==> src/rtl/fifo_wr_framer.sv <==
// fifo_wr_framer: frames a valid/ready packet stream into async-FIFO writes with a length trailer.
// Define FIFO_WR_FRAMER_CSUM_EN to append an XOR checksum word after the trailer.
`timescale 1ns/1ps
module fifo_wr_framer #(
  parameter int DSIZE   = 8,
  parameter int MAX_LEN = 64
) (
  input  logic             wclk,
  input  logic             wrst_n,
  input  logic             s_valid,
  output logic             s_ready,
  input  logic [DSIZE-1:0] s_data,
  input  logic             s_last,
  input  logic             wfull,
  input  logic             wthree_quarters_full,
  output logic             winc,
  output logic [DSIZE-1:0] wdata,
  output logic             trunc,
  output logic [15:0]      pkt_cnt
);
  localparam logic [DSIZE-1:0] MAX = DSIZE'(MAX_LEN);
  typedef enum logic [2:0] {
`ifdef FIFO_WR_FRAMER_CSUM_EN
    CSUM,
`endif
    IDLE,
    DATA,
    DROP,
    TRAIL
  } state_t;
  state_t           r_state, w_nstate;
  logic             r_ov, r_fin, r_drop, r_trunc;
  logic [DSIZE-1:0] r_od, r_len;
  logic [15:0]      r_pkt_cnt;
  logic             w_free, w_xfer, w_load, w_ld_fin, w_drop, w_trunc;
  logic [DSIZE-1:0] w_ld_data, w_len, w_len_inc;
`ifdef FIFO_WR_FRAMER_CSUM_EN
  logic [DSIZE-1:0] r_csum, w_csum;
`endif
  assign w_free    = ~r_ov | ~wfull;
  assign w_xfer    = s_valid & s_ready;
  assign w_len_inc = r_len + 1'b1;
  assign winc      = r_ov & ~wfull;
  assign wdata     = r_od;
  assign trunc     = r_trunc;
  assign pkt_cnt   = r_pkt_cnt;
  always_comb begin
    w_nstate  = r_state;
    s_ready   = 1'b0;
    w_load    = 1'b0;
    w_ld_data = r_od;
    w_ld_fin  = 1'b0;
    w_len     = r_len;
    w_drop    = r_drop;
    w_trunc   = 1'b0;
`ifdef FIFO_WR_FRAMER_CSUM_EN
    w_csum    = r_csum;
`endif
    case (r_state)
      IDLE: begin
        s_ready = w_free & ~wthree_quarters_full;
        if (w_xfer) begin
          w_load    = 1'b1;
          w_ld_data = s_data;
          w_len     = DSIZE'(1);
`ifdef FIFO_WR_FRAMER_CSUM_EN
          w_csum    = s_data;
`endif
          w_nstate  = (s_last || MAX == DSIZE'(1)) ? TRAIL : DATA;
          w_trunc   = ~s_last && MAX == DSIZE'(1);
          w_drop    = w_trunc;
        end
      end
      DATA: begin
        s_ready = w_free;
        if (w_xfer) begin
          w_load    = 1'b1;
          w_ld_data = s_data;
          w_len     = w_len_inc;
`ifdef FIFO_WR_FRAMER_CSUM_EN
          w_csum    = r_csum ^ s_data;
`endif
          // s_last on the MAX_LEN-th word is a normal close, not a truncation
          w_trunc   = ~s_last && w_len_inc == MAX;
          w_drop    = w_trunc;
          w_nstate  = (s_last || w_trunc) ? TRAIL : DATA;
        end
      end
      TRAIL: begin
        if (w_free) begin
          w_load    = 1'b1;
          w_ld_data = r_len;
`ifdef FIFO_WR_FRAMER_CSUM_EN
          w_nstate  = CSUM;
`else
          w_ld_fin  = 1'b1;
          w_nstate  = r_drop ? DROP : IDLE;
`endif
        end
      end
`ifdef FIFO_WR_FRAMER_CSUM_EN
      CSUM: begin
        if (w_free) begin
          w_load    = 1'b1;
          w_ld_data = r_csum;
          w_ld_fin  = 1'b1;
          w_nstate  = r_drop ? DROP : IDLE;
        end
      end
`endif
      DROP: begin
        s_ready = 1'b1;
        if (w_xfer && s_last) begin
          w_drop   = 1'b0;
          w_nstate = IDLE;
        end
      end
      default: w_nstate = IDLE;
    endcase
  end
  always_ff @(posedge wclk or negedge wrst_n) begin
    if (!wrst_n) begin
      r_state   <= IDLE;
      r_ov      <= 1'b0;
      r_od      <= '0;
      r_fin     <= 1'b0;
      r_len     <= '0;
      r_drop    <= 1'b0;
      r_trunc   <= 1'b0;
      r_pkt_cnt <= '0;
`ifdef FIFO_WR_FRAMER_CSUM_EN
      r_csum    <= '0;
`endif
    end else begin
      r_state   <= w_nstate;
      r_ov      <= w_load | (r_ov & ~w_free);
      r_od      <= w_load ? w_ld_data : r_od;
      r_fin     <= w_load ? w_ld_fin : r_fin;
      r_len     <= w_len;
      r_drop    <= w_drop;
      r_trunc   <= w_trunc;
      // r_fin marks the word in the output register as the packet's last framing word
      r_pkt_cnt <= r_pkt_cnt + 16'(winc & r_fin);
`ifdef FIFO_WR_FRAMER_CSUM_EN
      r_csum    <= w_csum;
`endif
    end
  end
endmodule

==> config.mk <==
export PLATFORM = sky130hd
export DESIGN_NAME = fifo_wr_framer
export DESIGN_NICKNAME = d
export VERILOG_FILES = /design/src/rtl/fifo_wr_framer.sv
export SDC_FILE = /design/constraint.sdc
export NUM_CORES = 1
export LEC_CHECK = 0
export BUFFER_PORTS_ARGS = -buffer_cell sky130_fd_sc_hd__buf_2
export CELL_PAD_IN_SITES_DETAIL_PLACEMENT = 1
export CELL_PAD_IN_SITES_GLOBAL_PLACEMENT = 1
export CORE_UTILIZATION = 41
export DETAILED_ROUTE_END_ITERATION = 8
export PLACE_DENSITY = 0.78
export RECOVER_POWER = 100
export SLEW_MARGIN = 20
export SYNTH_ARGS = -nofsm -noshare
export SYNTH_HDL_FRONTEND = slang
export SYNTH_SLANG_ARGS = --single-unit
export TNS_END_PERCENT = 1
==> constraint.sdc <==
create_clock -name wclk -period 2.36 [get_ports wclk]
set_input_delay 0.236 -clock wclk [delete_from_list [all_inputs] [get_ports wclk]]
set_output_delay 0.236 -clock wclk [all_outputs]
set_load 0.03 [all_outputs]
After elaboration in Yosys (flattened, before gate mapping)
Index checks and enable logic that the tools add are counted.
- latch bits: 0
- memories: 0
- memory bits (writable): 0
- ROM bits: 0
- bits of input ports: 14
- register bits: 39
- word-level logic and storage cells: 68
- reductions and logical operators: 12
- order comparisons: 0
- bitwise operators: 12
- shifts and indexed selects: 0
- equal/unequal tests: 9
- divide/modulo/power cells: 0
- add/sub/neg operators: 2
- multiplexer cells: 25
- $mul: 0
- operators with widths (kind ; count):
    2-to-1 mux 8 bit ; 4
    case mux 8 bit (2 select lines) ; 2
    adder 16 x 1 -> 16 bit ; 1
    2-to-1 mux 3 bit ; 4
    case mux 3 bit (4 select lines) ; 1
    AND reduction 4 bit ; 3
    adder 8 x 1 -> 8 bit, second input constant ; 1
    == test 8 x 7 -> 1 bit, second input constant ; 1
    2-to-1 mux 1 bit ; 8
    inequality test 2 bit, second input constant ; 4
    == test 3 x 2 -> 1 bit, second input constant ; 2
    2-to-1 mux 2 bit ; 3
    case mux 1 bit (3 select lines) ; 2
    AND 1 bit ; 5
    NOT 1 bit ; 5
    nonzero test 2 bit ; 2
    == test 3 x 1 -> 1 bit, second input constant ; 1
    zero test 3 bit ; 1
    AND reduction 3 bit ; 1
    nonzero test 3 bit ; 1
    logical AND 1 bit ; 2
    inequality test 2 x 1 -> 1 bit, second input constant ; 1
    OR 1 bit ; 2
    case mux 1 bit (2 select lines) ; 1
    2 further kinds ; 2

Longest topological paths before layout
- depth in word-level cells: 8
- mapped depth: 8
- gate-level depth less buffers: 8

Worst setup path before layout
Ideal clock, no wire load.
- path type: reg-to-reg
- from: register r_ov
- to: register r_pkt_cnt[10] (netlist: pkt_cnt[10])
- stages on the path, launching flop included: 9
- clock period less this slack: 2.176 ns
- path buffers: 0
- required time: 2.226 ns
- data arrival time: 2.041 ns
- slack: 0.184 ns
- cell sequence: dfrtp_1 -> nor2b_1 -> and2_1 -> ha_1 -> ha_1 -> nand2_1 -> nor3_1 -> nand3_1 -> xnor2_1
- longest elaborated chain between the ends: 3
- ends and longest elaborated chain (element ; RTL line ; text):
    start, declared ; 32 ; logic r_ov, r_fin, r_drop, r_trunc;
    start signal, assigned ; 136 ; r_ov <= w_load | (r_ov & ~w_free);
    AND 1 bit ; 43 ; assign winc = r_ov & ~wfull;
    named net winc ; 16 ; output logic winc,
    AND 1 bit ; 143 ; r_pkt_cnt <= r_pkt_cnt + 16'(winc & r_fin);
    adder 16 x 1 -> 16 bit ; 143 ;
    end signal, assigned ; 143 ;
    end, declared ; 34 ; logic [15:0] r_pkt_cnt;
The timed path passes the listed nets, and every way through them passes these cells.
A chain may end at the register's enable or synchronous reset.

Worst setup path in the final report
- from: register r_ov
- to: register r_pkt_cnt[10] (netlist: pkt_cnt[10])
- longest elaborated chain between the ends: 3
- ends and longest elaborated chain (element ; RTL line):
    AND 1 bit ; 43
    AND 1 bit ; 143
    adder 16 x 1 -> 16 bit ; 143
Every way passes these cells.

==> impl_metrics.csv <==
group,metric,value,unit
power,p_sw_share,43.2,%
sta,setup_ws,0.364,ns
power,ir_drop,397,µV
clock_tree,post_cts_buffers,0,
critical_path,start_kind,"flip-flop",
floorplan,core,0.00438,mm²
routing,drc,0,
synthesis,yosys_most_used_dff,"dfrtp_1",
grt,grt_usage,19.2,%
critical_path,slowest_delay,0.42,ns
sta,min_period,2.00,ns
routing,postRouteAntennaNets,0,
critical_path,path_cells,"nor2b_1 -> and2_0 -> ha_1 -> ha_1 -> nand2_1 -> nor3_1 -> nand3_1 -> xnor2_1",
synthesis,ys_seq_area_share,50.6,%
grt,gr-total-overflow,0,
synthesis,ys_types,43,
clock_tree,clock-sinks,38,
routing,drt-vias-per-instance,5.50,
critical_path,r2r-end,"pkt_cnt[10]$_DFF_PN0_",
critical_path,worstPathRequired,2.53,ns
synthesis,avgSynthCellArea,10.0,µm²
hold_path,min_path_cells,3,
power,powerDensity,1080,mW/mm²
clock_tree,insertion_delay,0.28,ns
sta,tns,0,ns
hold_path,hold_end,"trunc$_DFF_PN0_",
hold_path,min_from,"s_last",
synthesis,ys_ff_latch,38,
sta,finalMaxSlewViolations,39,
power,power_frac_clock,19.6,%
power,pwr-share-comb,37.9,%
synthesis,synth_edf_count,0,
routing,drt-total-wl,4320,µm
critical_path,worstSetupPathType,"reg2reg",
finish,area_growth,14.9,%
clock_tree,cts_resized,0,
synthesis,synth_warnings,0,
power,intPower,1.33,mW
finish,diodes,0,
clock_tree,holdBufCountCts,0,
sta,post-route-period-util,84.6,%
floorplan,dieArea,0.00486,mm²
run,cap_violations,1,
routing,drt-pass1-iter-count,4,
power,leakage,0.982,nW
place,post-dp-hpwl,3190,µm
critical_path,r2r_setup_slack,0.36,ns
sta,rsz0062_at_grt,"false",
sta,skew,0.00670,ns
finish,nFillCells,532,
synthesis,async_flop_share,100,%
critical_path,worstSetupStartpoint,"r_ov$_DFF_PN0_",
critical_path,rr_worst_depth,8,
place,port_buffers,40,
routing,wl_per_cell,15.4,µm
floorplan,io_pins,41,
routing,vias,1539,
critical_path,arrival,2.16,ns
clock_tree,cts_htree_levels,2,
critical_path,cp_max_fo,4,
routing,drt_iter0_drc,63,
sta,max_freq,501,MHz
critical_path,r2r-start,"r_ov$_DFF_PN0_",
critical_path,crit_path_frequent_cell,"ha_1",
grt,grt_max_degree,39,
critical_path,crit_path_end_kind,"flip-flop",
clock_tree,path_clk_slew,0.08,ns
sta,final_hold_viol_count,0,
sta,setup_viol,0,
place,place_ws,0.343,ns
synthesis,syn_area,0.00188,mm²
synthesis,syn_inst,187,
grt,first_global_vias,1635,
finish,drive_gt1_share,9.65,%
clock_tree,root_buffer,"clkbuf_8",
status,violations,"max-capacitance violations, max-slew violations",
floorplan,start_util,42.8,%
synthesis,synth_nets,204,
power,switching_power,1.01,mW
sta,slew_headroom,-35.6,%
floorplan,fp.dieH,69.7,µm
critical_path,slowest_stage,"nor3_1",
clock_tree,cts_tree,"yes",
finish,nNetsFinal,244,
clock_tree,cts_buffer_depth,2,
grt,grt_pass1_wl,7470,µm
grt,antenna_found_initial,0,
floorplan,die_w,69.7,µm
hold_path,hp-class,"in2reg",
clock_tree,cts_buffers,5,
sta,tightestPinTransition,2.03,ns
status,outcome,"finished, violations left",
floorplan,rows,24,
place,finalWeightedCongestion,0.749,
power,p_seq_share,42.4,%
==> layout make-up <==
type	instances	area (µm²)	area share (%)
clock inverter	1	5.00	0.232
clock buffer	7	86.3	4.00
inverter	3	11.3	0.522
sequential	38	951	44.1
timing repair buffer	42	176	8.17
multi-input combinational	137	863	40.0
tap	52	65.1	3.01
==> per-stage QoR <==
stage	hold WS (ns)	cells	instance area (µm²)	util [%]	total power, mW
floorplan	-0.0596	187	1880	-	1.66
global placement	0.386	272	2110	48.1	1.91
detailed placement	0.399	272	2110	48.1	1.95
CTS	0.0900	280	2200	50.2	2.41
global route	0.253	280	2160	49.2	2.51
finish	0.227	280	2160	49.2	2.34
==> routing by layer <==
| metal | track usage, % | share of wire [%] | vias up |
|---|---|---|---|
| met5 | 0 | 0 | - |
| met4 | 5.33 | 0.67 | 0 |
| met3 | 3.34 | 3.8 | 5 |
| met2 | 35.0 | 52 | 32 |
| met1 | 23.2 | 44 | 761 |
| li1 | - | - | 741 |
==> cells in the final DEF (no fill, tap or decap), drive strengths merged, types with 2 or more instances in the layout <==
| cell | count |
|---|---|
| dfrtp | 38 |
| clkbuf | 36 |
| nand2 | 24 |
| o21ai | 21 |
| buf | 13 |
| nand3 | 10 |
| nor2 | 10 |
| xnor2 | 10 |
| mux2i | 9 |
| nand2b | 7 |
| nand4 | 4 |
| xor2 | 4 |
| and3 | 4 |
| nor2b | 3 |
| inv | 3 |
| nor3 | 3 |
| o31ai | 3 |
| ha | 3 |
| a21oi | 2 |
| a31oi | 2 |
| and2 | 2 |
==> power groups by stage <==
| stage | Clock, mW | Sequential (mW) | Combinational, mW |
|---|---|---|---|
| final | 0.459 | 0.993 | 0.888 |
| after global routing | 0.495 | 1.03 | 0.986 |
| after CTS | 0.475 | 0.992 | 0.945 |
| after detailed placement | 0 | 1.00 | 0.943 |
| after global placement | 0 | 0.996 | 0.910 |
| after floorplan | 0 | 1.12 | 0.540 |
==> registers in the layout, indices dropped and copies added, names as in the netlist <==
name     cells
pkt_cnt     16
trunc        1
r_state      2
r_len        8
r_fin        1
wdata        8
r_drop       1
r_ov         1
==> cells in the mapped netlist (all sizes together) (2+ instances only) <==
library cell,n,share of area (%)
dfrtp,38,51
nand2,24,4.8
o21ai,21,5.6
nand3,10,2.7
nor2,10,2.0
xnor2,10,4.7
mux2i,9,4.8
nand2b,7,2.7
clkbuf,6,1.3
and3,4,1.3
nand4,4,1.3
xor2,4,1.9
buf,3,1.3
ha,3,2.0
inv,3,0.60
nor2b,3,1.0
nor3,3,0.80
o31ai,3,1.2
a21oi,2,0.53
a31oi,2,0.67
and2,2,0.80
==> critical path, delay by kind of cell, from the launching register on <==
kind                     cells  cell delay [ns]
AND/OR/NAND/NOR              5             1.00
XOR/XNOR                     1             0.15
adder cells (fa/ha/maj)      2             0.37
flip-flops                   1             0.37
==> worst max-delay path by stage <==
stage / to / slack [ns] / cells past startpoint
6_report: pkt_cnt[10]$_DFF_PN0_ / 0.36 / 8
4_1_cts: pkt_cnt[10]$_DFF_PN0_ / 0.32 / 8
3_5_place_dp: pkt_cnt[10]$_DFF_PN0_ / 0.34 / 8
2_1_floorplan: pkt_cnt[10]$_DFF_PN0_ / 0.18 / 8
3_3_place_gp: pkt_cnt[10]$_DFF_PN0_ / 0.51 / 8
5_1_grt: pkt_cnt[10]$_DFF_PN0_ / 0.08 / 8
==> kinds of logic after synthesis <==
family	share of synthesized area, %
AO/OA/AOI/OAI	12.1
XOR/XNOR	6.53
adder cells (fa/ha/maj)	2.00
buffers and inverters	3.13
flip-flops	50.6
multiplexers	4.80
AND/OR/NAND/NOR	20.8
Note: power is estimated with default switching activity, not from simulation.
